`src/rtl/vospi_pkg.sv`:
```
// Shared types and VoSPI packet-ID field constants for the stream controller.
package vospi_pkg;

    typedef enum logic [1:0] {
        ST_IDLE   = 2'd0,
        ST_RESYNC = 2'd1,
        ST_ARM    = 2'd2,
        ST_WAIT   = 2'd3
    } vospi_state_e;

    localparam logic [3:0] VOSPI_DISCARD_NIBBLE = 4'hF;

    localparam int PKT_NUM_MSB = 11;
    localparam int PKT_NUM_LSB = 0;
    localparam int DISCARD_MSB = 11;
    localparam int DISCARD_LSB = 8;

endpackage

```
`src/rtl/vospi_timeout_counter.sv`:
```
// Cycle counter with synchronous clear; tc_o flags the last of limit_p counted cycles.
module vospi_timeout_counter #(
    parameter int limit_p = 16
) (
    input  logic clk_i,
    input  logic reset_n_i,
    input  logic clear_i,
    input  logic enable_i,
    output logic tc_o
);

    localparam int CW = (limit_p > 1) ? $clog2(limit_p) : 1;

    logic [CW-1:0] count_q;

    // NOTE: sequential state uses non-blocking assignments so every register samples pre-edge values.
    always_ff @(posedge clk_i or negedge reset_n_i) begin
        if (!reset_n_i) begin
            count_q <= '0;
        end else if (clear_i) begin
            count_q <= '0;
        end else if (enable_i && !tc_o) begin
            count_q <= count_q + 1'b1;
        end
    end

    assign tc_o = (count_q == CW'(limit_p - 1));

endmodule

```
`src/rtl/vospi_stream_ctrl.sv`:
```
// VoSPI stream sequencer: drives chip-select and packet starts, classifies finished
// packets, tracks the expected line number and forces a CS-high resync on errors.
module vospi_stream_ctrl
    import vospi_pkg::*;
#(
    parameter int id_width_p         = 16,
    parameter int lines_p            = 60,
    parameter int resync_cycles_p    = 16,
    parameter int pkt_timeout_p      = 4096,
    parameter int resync_cnt_width_p = 8
) (
    input  logic                          clk_i,
    input  logic                          reset_n_i,
    input  logic                          enable_i,
    output logic                          cs_n_o,
    output logic                          start_o,
    input  logic                          packet_done_i,
    input  logic [id_width_p-1:0]         id_i,
    input  logic                          crc_ok_i,
    output logic                          line_valid_o,
    output logic [$clog2(lines_p)-1:0]    line_num_o,
    output logic                          frame_done_o,
    output logic [resync_cnt_width_p-1:0] resync_count_o,
    output logic                          busy_o
);

    localparam int LW = $clog2(lines_p);

    vospi_state_e state_q, state_d;
    logic [LW-1:0] exp_line_q;
    logic          resync_tc, timeout_tc;
    logic          pkt_accept, pkt_error, timeout_evt;
    logic          is_discard, line_match, last_line;
    logic [PKT_NUM_MSB:PKT_NUM_LSB] pkt_num;
    logic          unused_id_hi;

    assign pkt_num      = id_i[PKT_NUM_MSB:PKT_NUM_LSB];
    assign unused_id_hi = ^id_i[id_width_p-1:PKT_NUM_MSB+1];
    assign is_discard   = (id_i[DISCARD_MSB:DISCARD_LSB] == VOSPI_DISCARD_NIBBLE);
    // Range check first so out-of-range IDs cannot alias onto a valid line via the low bits.
    assign line_match   = (pkt_num < 12'(lines_p)) && (pkt_num[LW-1:0] == exp_line_q);
    assign last_line    = (exp_line_q == LW'(lines_p - 1));

    vospi_timeout_counter #(.limit_p(resync_cycles_p)) u_resync_cnt (
        .clk_i     (clk_i),
        .reset_n_i (reset_n_i),
        .clear_i   (state_q != ST_RESYNC),
        .enable_i  (state_q == ST_RESYNC),
        .tc_o      (resync_tc)
    );

    vospi_timeout_counter #(.limit_p(pkt_timeout_p)) u_pkt_timeout (
        .clk_i     (clk_i),
        .reset_n_i (reset_n_i),
        .clear_i   (state_q != ST_WAIT),
        .enable_i  (state_q == ST_WAIT),
        .tc_o      (timeout_tc)
    );

    // NOTE: every signal written here gets a default first, so no path can infer a latch.
    always_comb begin
        state_d     = state_q;
        pkt_accept  = 1'b0;
        pkt_error   = 1'b0;
        timeout_evt = 1'b0;
        unique case (state_q)
            ST_IDLE:   if (enable_i) state_d = ST_RESYNC;
            ST_RESYNC: begin
                if (!enable_i)      state_d = ST_IDLE;
                else if (resync_tc) state_d = ST_ARM;
            end
            ST_ARM:    state_d = enable_i ? ST_WAIT : ST_IDLE;
            ST_WAIT: begin
                if (packet_done_i) begin
                    if (is_discard) begin
                        state_d = enable_i ? ST_ARM : ST_IDLE;
                    end else if (!crc_ok_i || !line_match) begin
                        pkt_error = 1'b1;
                        state_d   = enable_i ? ST_RESYNC : ST_IDLE;
                    end else begin
                        pkt_accept = 1'b1;
                        state_d    = enable_i ? ST_ARM : ST_IDLE;
                    end
                end else if (timeout_tc) begin
                    timeout_evt = 1'b1;
                    state_d     = enable_i ? ST_RESYNC : ST_IDLE;
                end
            end
            default:   state_d = ST_IDLE;
        endcase
    end

    always_ff @(posedge clk_i or negedge reset_n_i) begin
        if (!reset_n_i) begin
            state_q        <= ST_IDLE;
            exp_line_q     <= '0;
            line_valid_o   <= 1'b0;
            frame_done_o   <= 1'b0;
            line_num_o     <= '0;
            resync_count_o <= '0;
        end else begin
            state_q      <= state_d;
            line_valid_o <= pkt_accept;
            frame_done_o <= pkt_accept && last_line;
            if (state_q == ST_RESYNC) begin
                exp_line_q <= '0;
            end else if (pkt_accept) begin
                exp_line_q <= last_line ? '0 : exp_line_q + 1'b1;
            end
            if (pkt_accept) line_num_o <= pkt_num[LW-1:0];
            if ((pkt_error || timeout_evt) && (resync_count_o != '1)) begin
                resync_count_o <= resync_count_o + 1'b1;
            end
        end
    end

    assign cs_n_o  = (state_q == ST_IDLE) || (state_q == ST_RESYNC);
    assign start_o = (state_q == ST_ARM) && enable_i;
    assign busy_o  = (state_q != ST_IDLE);

endmodule

```
`config.mk`:
```
export PLATFORM = sky130hd
export DESIGN_NAME = vospi_stream_ctrl
export DESIGN_NICKNAME = d
export VERILOG_FILES = /design/src/rtl/vospi_pkg.sv /design/src/rtl/vospi_timeout_counter.sv /design/src/rtl/vospi_stream_ctrl.sv
export SDC_FILE = /design/constraint.sdc
export NUM_CORES = 1
export LEC_CHECK = 0
export BUFFER_PORTS_ARGS = -buffer_cell sky130_fd_sc_hd__buf_2
export CORE_MARGIN = 2
export CORE_UTILIZATION = 30
export CTS_CLUSTER_DIAMETER = 50
export CTS_CLUSTER_SIZE = 40
export DETAILED_ROUTE_END_ITERATION = 10
export PLACE_DENSITY = 0.49
export SLEW_MARGIN = 0
export SYNTH_ARGS = -nofsm -noshare
export SYNTH_HDL_FRONTEND = slang
export SYNTH_SLANG_ARGS = --single-unit
```
`constraint.sdc`:
```
create_clock -name clk_i -period 3 [get_ports clk_i]
set_input_delay 0.45 -clock clk_i [delete_from_list [all_inputs] [get_ports clk_i]]
set_output_delay 0.45 -clock clk_i [all_outputs]
set_load 0.1 [all_outputs]
```
==> results.yml <==
status:
  status: "complete, no violations"
cts:
  cts_buffer_depth: 2
  cts.reportedPaths.clkPinSlew_ns: 0.08
  clk_latency_ns: 0.29
  cts-resized-gates: 0
  cts_tree: "yes"
  cts_buffers: 5
  cts_max_level: 2
  cts.sinks: 40
  root_buffer: "clkbuf_8"
  holdBufCountCts: 0
  cts_setup_buffers: 0
routing:
  drcViolationCount: 0
  drt_first_pass_iters: 4
  vias: 1673
  wl_mm: 4.37
  wire_per_inst_um: 12.3
  ant_nets: 0
  drt-vias-per-instance: 4.73
  drt-initial-drc-count: 76
layout:
  nets: 282
  regArea_um2: 1000
  num-fill-cells: 684
  antenna_cells: 0
  multiInputGateArea_um2: 1060
  utilization: 0.373
  drive_above_1_share: 0.217
  area_growth_pct: 20.3
critical_path:
  ff2ff_path_depth: 5
  critPathBufInv: 0
  worst-path-stages: 5
  critical_path_arrival_ns: 2.30
  crit_required_ns: 3.16
  startpoint_type: "flip-flop"
  reg2reg_slack_ns: 0.86
  cpMaxStageDelayCell: "or4_1"
  crit_path_max_incr_delay_ns: 0.82
  regToRegStartpoint: "exp_line_q[2]"
  crit_chain: "xnor2_1 -> nand3_1 -> or4_1 -> o211ai_2 -> o31ai_2"
  path_class: "flip-flop to flip-flop"
  crit_fanout: 16
  path_delay_family: "simple AND/OR/NAND/NOR gates"
  r2r_end: "exp_line_q[5]"
  critPathCapture: "exp_line_q[5]"
  crit_start: "exp_line_q[2]"
  end_kind: "flip-flop"
flow_run:
  maxCapViolCount: 0
logic_synthesis:
  syn-instance-count: 222
  async_reset_ff_frac: 1.00
  synthMuxAreaShare: 0.0219
  synth_ff_type: "dfrtp_1"
  yosysWarnings: 0
  netlist_area_um2: 2110
  ys_types: 41
  synth_nets: 247
  synth_top_family_by_area: "simple AND/OR/NAND/NOR gates"
  synthAdderAreaFrac: 0.0237
  syn_avg_cell_area_um2: 9.50
  synth_xor_area_frac: 0.0907
  synth-edff-count: 0
  ys_ff_latch: 40
  synth-seq-area-share: 0.474
  synth_compound_area_frac: 0.0735
  synthSimpleGateAreaFrac: 0.292
timing:
  final_period_minus_worst_setup_slack_ns: 2.14
  finalCritPeriodShare: 0.715
  finalHoldViolCount: 0
  rsz0062_at_grt: "no"
  tns_ns: 0
  fmax_mhz: 466
  worst_pin_slew_ns: 0.919
  slew_violations: 0
  fin_worst_skew_ns: 0.00675
  maxSlewHeadroom: 0.387
  setup_viol: 0
floorplanning:
  die_h_um: 87.9
  die-area_um2: 7720
  num_rows: 30
  io_pins: 40
  core-area_um2: 6790
  die_w_um: 87.9
  start_util: 0.310
pwr:
  p_per_area_nw_per_um2: 481
  leakage_nw: 1.16
  peakVddDrop_mv: 0.193
global_routing:
  grt_pass1_vias: 1574
  grt_overflow: 0
  grt_first_pass_wirelength_mm: 7.42
  antenna_found_initial: 0
  grtUsageTotal: 0.124
  grt_max_degree: 41
placement:
  dp_hpwl_mm: 3.13
  place_congestion: 0.717
  io_buffers: 35
hold_path:
  hold_path_class: "input pin to asynchronous set/reset pin"
[cells by family after synthesis]
kind of cell	Yosys count
AOI/OAI and AO/OA	23
xor gates and xnor gates	21
adders and majority gates	4
buffers and inverters	12
DFF	40
muxes	4
and+or+nand+nor	118
[synthesized netlist by cell type, types with 3 or more instances]
master / number / area [um^2]
nand4_1: 14 / 87.6
nor3_1: 6 / 30.0
dfrtp_1: 40 / 1000
ha_1: 4 / 50.1
nor2_1: 17 / 63.8
xor2_1: 6 / 52.6
buf_2: 4 / 20.0
or2_2: 3 / 18.8
a21oi_1: 7 / 35.0
clkbuf_1: 3 / 11.3
nor3b_1: 3 / 22.5
nand2_1: 34 / 128
and3_1: 3 / 18.8
xnor2_1: 14 / 123
nand3_1: 21 / 105
o21ai_0: 4 / 20.0
a31oi_1: 4 / 25.0
inv_1: 5 / 18.8
[through the flow]
stage          instances  hold slack, ns  total power, W  setup slack [ns]  cell area (um^2)
4_1_cts              354           0.325         0.00124             0.843              2540
2_1_floorplan        222           0.154        0.000583             0.374              2110
3_5_place_dp         346           0.453        0.000618             0.701              2380
5_1_grt              354           0.366         0.00128             0.683              2540
3_3_place_gp         346           0.447        0.000617             0.690              2380
6_report             354           0.286         0.00122             0.856              2540
[how the worst min path moves through the flow]
stage                  start                       end  slack, ns  depth (start not counted)
2_1_floorplan      reset_n_i             exp_line_q[0]       0.15                          0
3_3_place_gp   line_num_o[4]             line_num_o[4]       0.45                          2
3_5_place_dp   line_num_o[4]             line_num_o[4]       0.45                          2
4_1_cts            reset_n_i  u_pkt_timeout.count_q[7]       0.33                          1
5_1_grt            reset_n_i  u_pkt_timeout.count_q[7]       0.37                          1
6_report           reset_n_i  u_pkt_timeout.count_q[7]       0.29                          1
[metal layers]
| metal | share of wire | track usage | vias to the layer above |
|---|---|---|---|
| met1 | 0.52 | 0.167 | 788 |
| met5 | 0 | 0 | - |
| li1 | - | - | 854 |
| met2 | 0.43 | 0.191 | 27 |
| met3 | 0.035 | 0.0320 | 4 |
| met4 | 0.014 | 0.0462 | 0 |
[layout by cell type (no fill, tap or decap), drive strengths merged, types with 4 or more instances in the layout]
| cell type | count |
|---|---|
| ha | 4 |
| clkbuf | 5 |
| xnor2 | 15 |
| a21oi | 7 |
| inv | 5 |
| nand2 | 35 |
| xor2 | 6 |
| nor2 | 17 |
| nand4 | 14 |
| buf | 35 |
| dfrtp | 40 |
| nand3 | 21 |
| nor4 | 4 |
| o21ai | 4 |
| nor3 | 6 |
| a31oi | 4 |
[power by group]
part,switching (W),total (W),internal [W]
Sequential,0.00000476,0.000547,0.000542
Combinational,0.0000379,0.0000575,0.0000195
Clock,0.000198,0.000615,0.000416
Total,0.000241,0.00122,0.000978
[sequential cells by signal, indices dropped and copies added, names as in the netlist]
signal and count:
u_pkt_timeout.count_q 12, frame_done_o 1, exp_line_q 6, line_num_o 6, u_resync_cnt.count_q 4, state_q 2, resync_count_o 8, line_valid_o 1
[final cells by class]
| cell class | count | area share |
|---|---|---|
| Multi-Input combinational cell | 170 | 0.419 |
| Sequential cell | 40 | 0.394 |
| Timing Repair Buffer | 35 | 0.0690 |
| Tap cell | 96 | 0.0473 |
| Clock inverter | 3 | 0.0355 |
| Clock buffer | 5 | 0.0271 |
| Inverter | 5 | 0.00740 |
(Power assumes the default switching activity.)
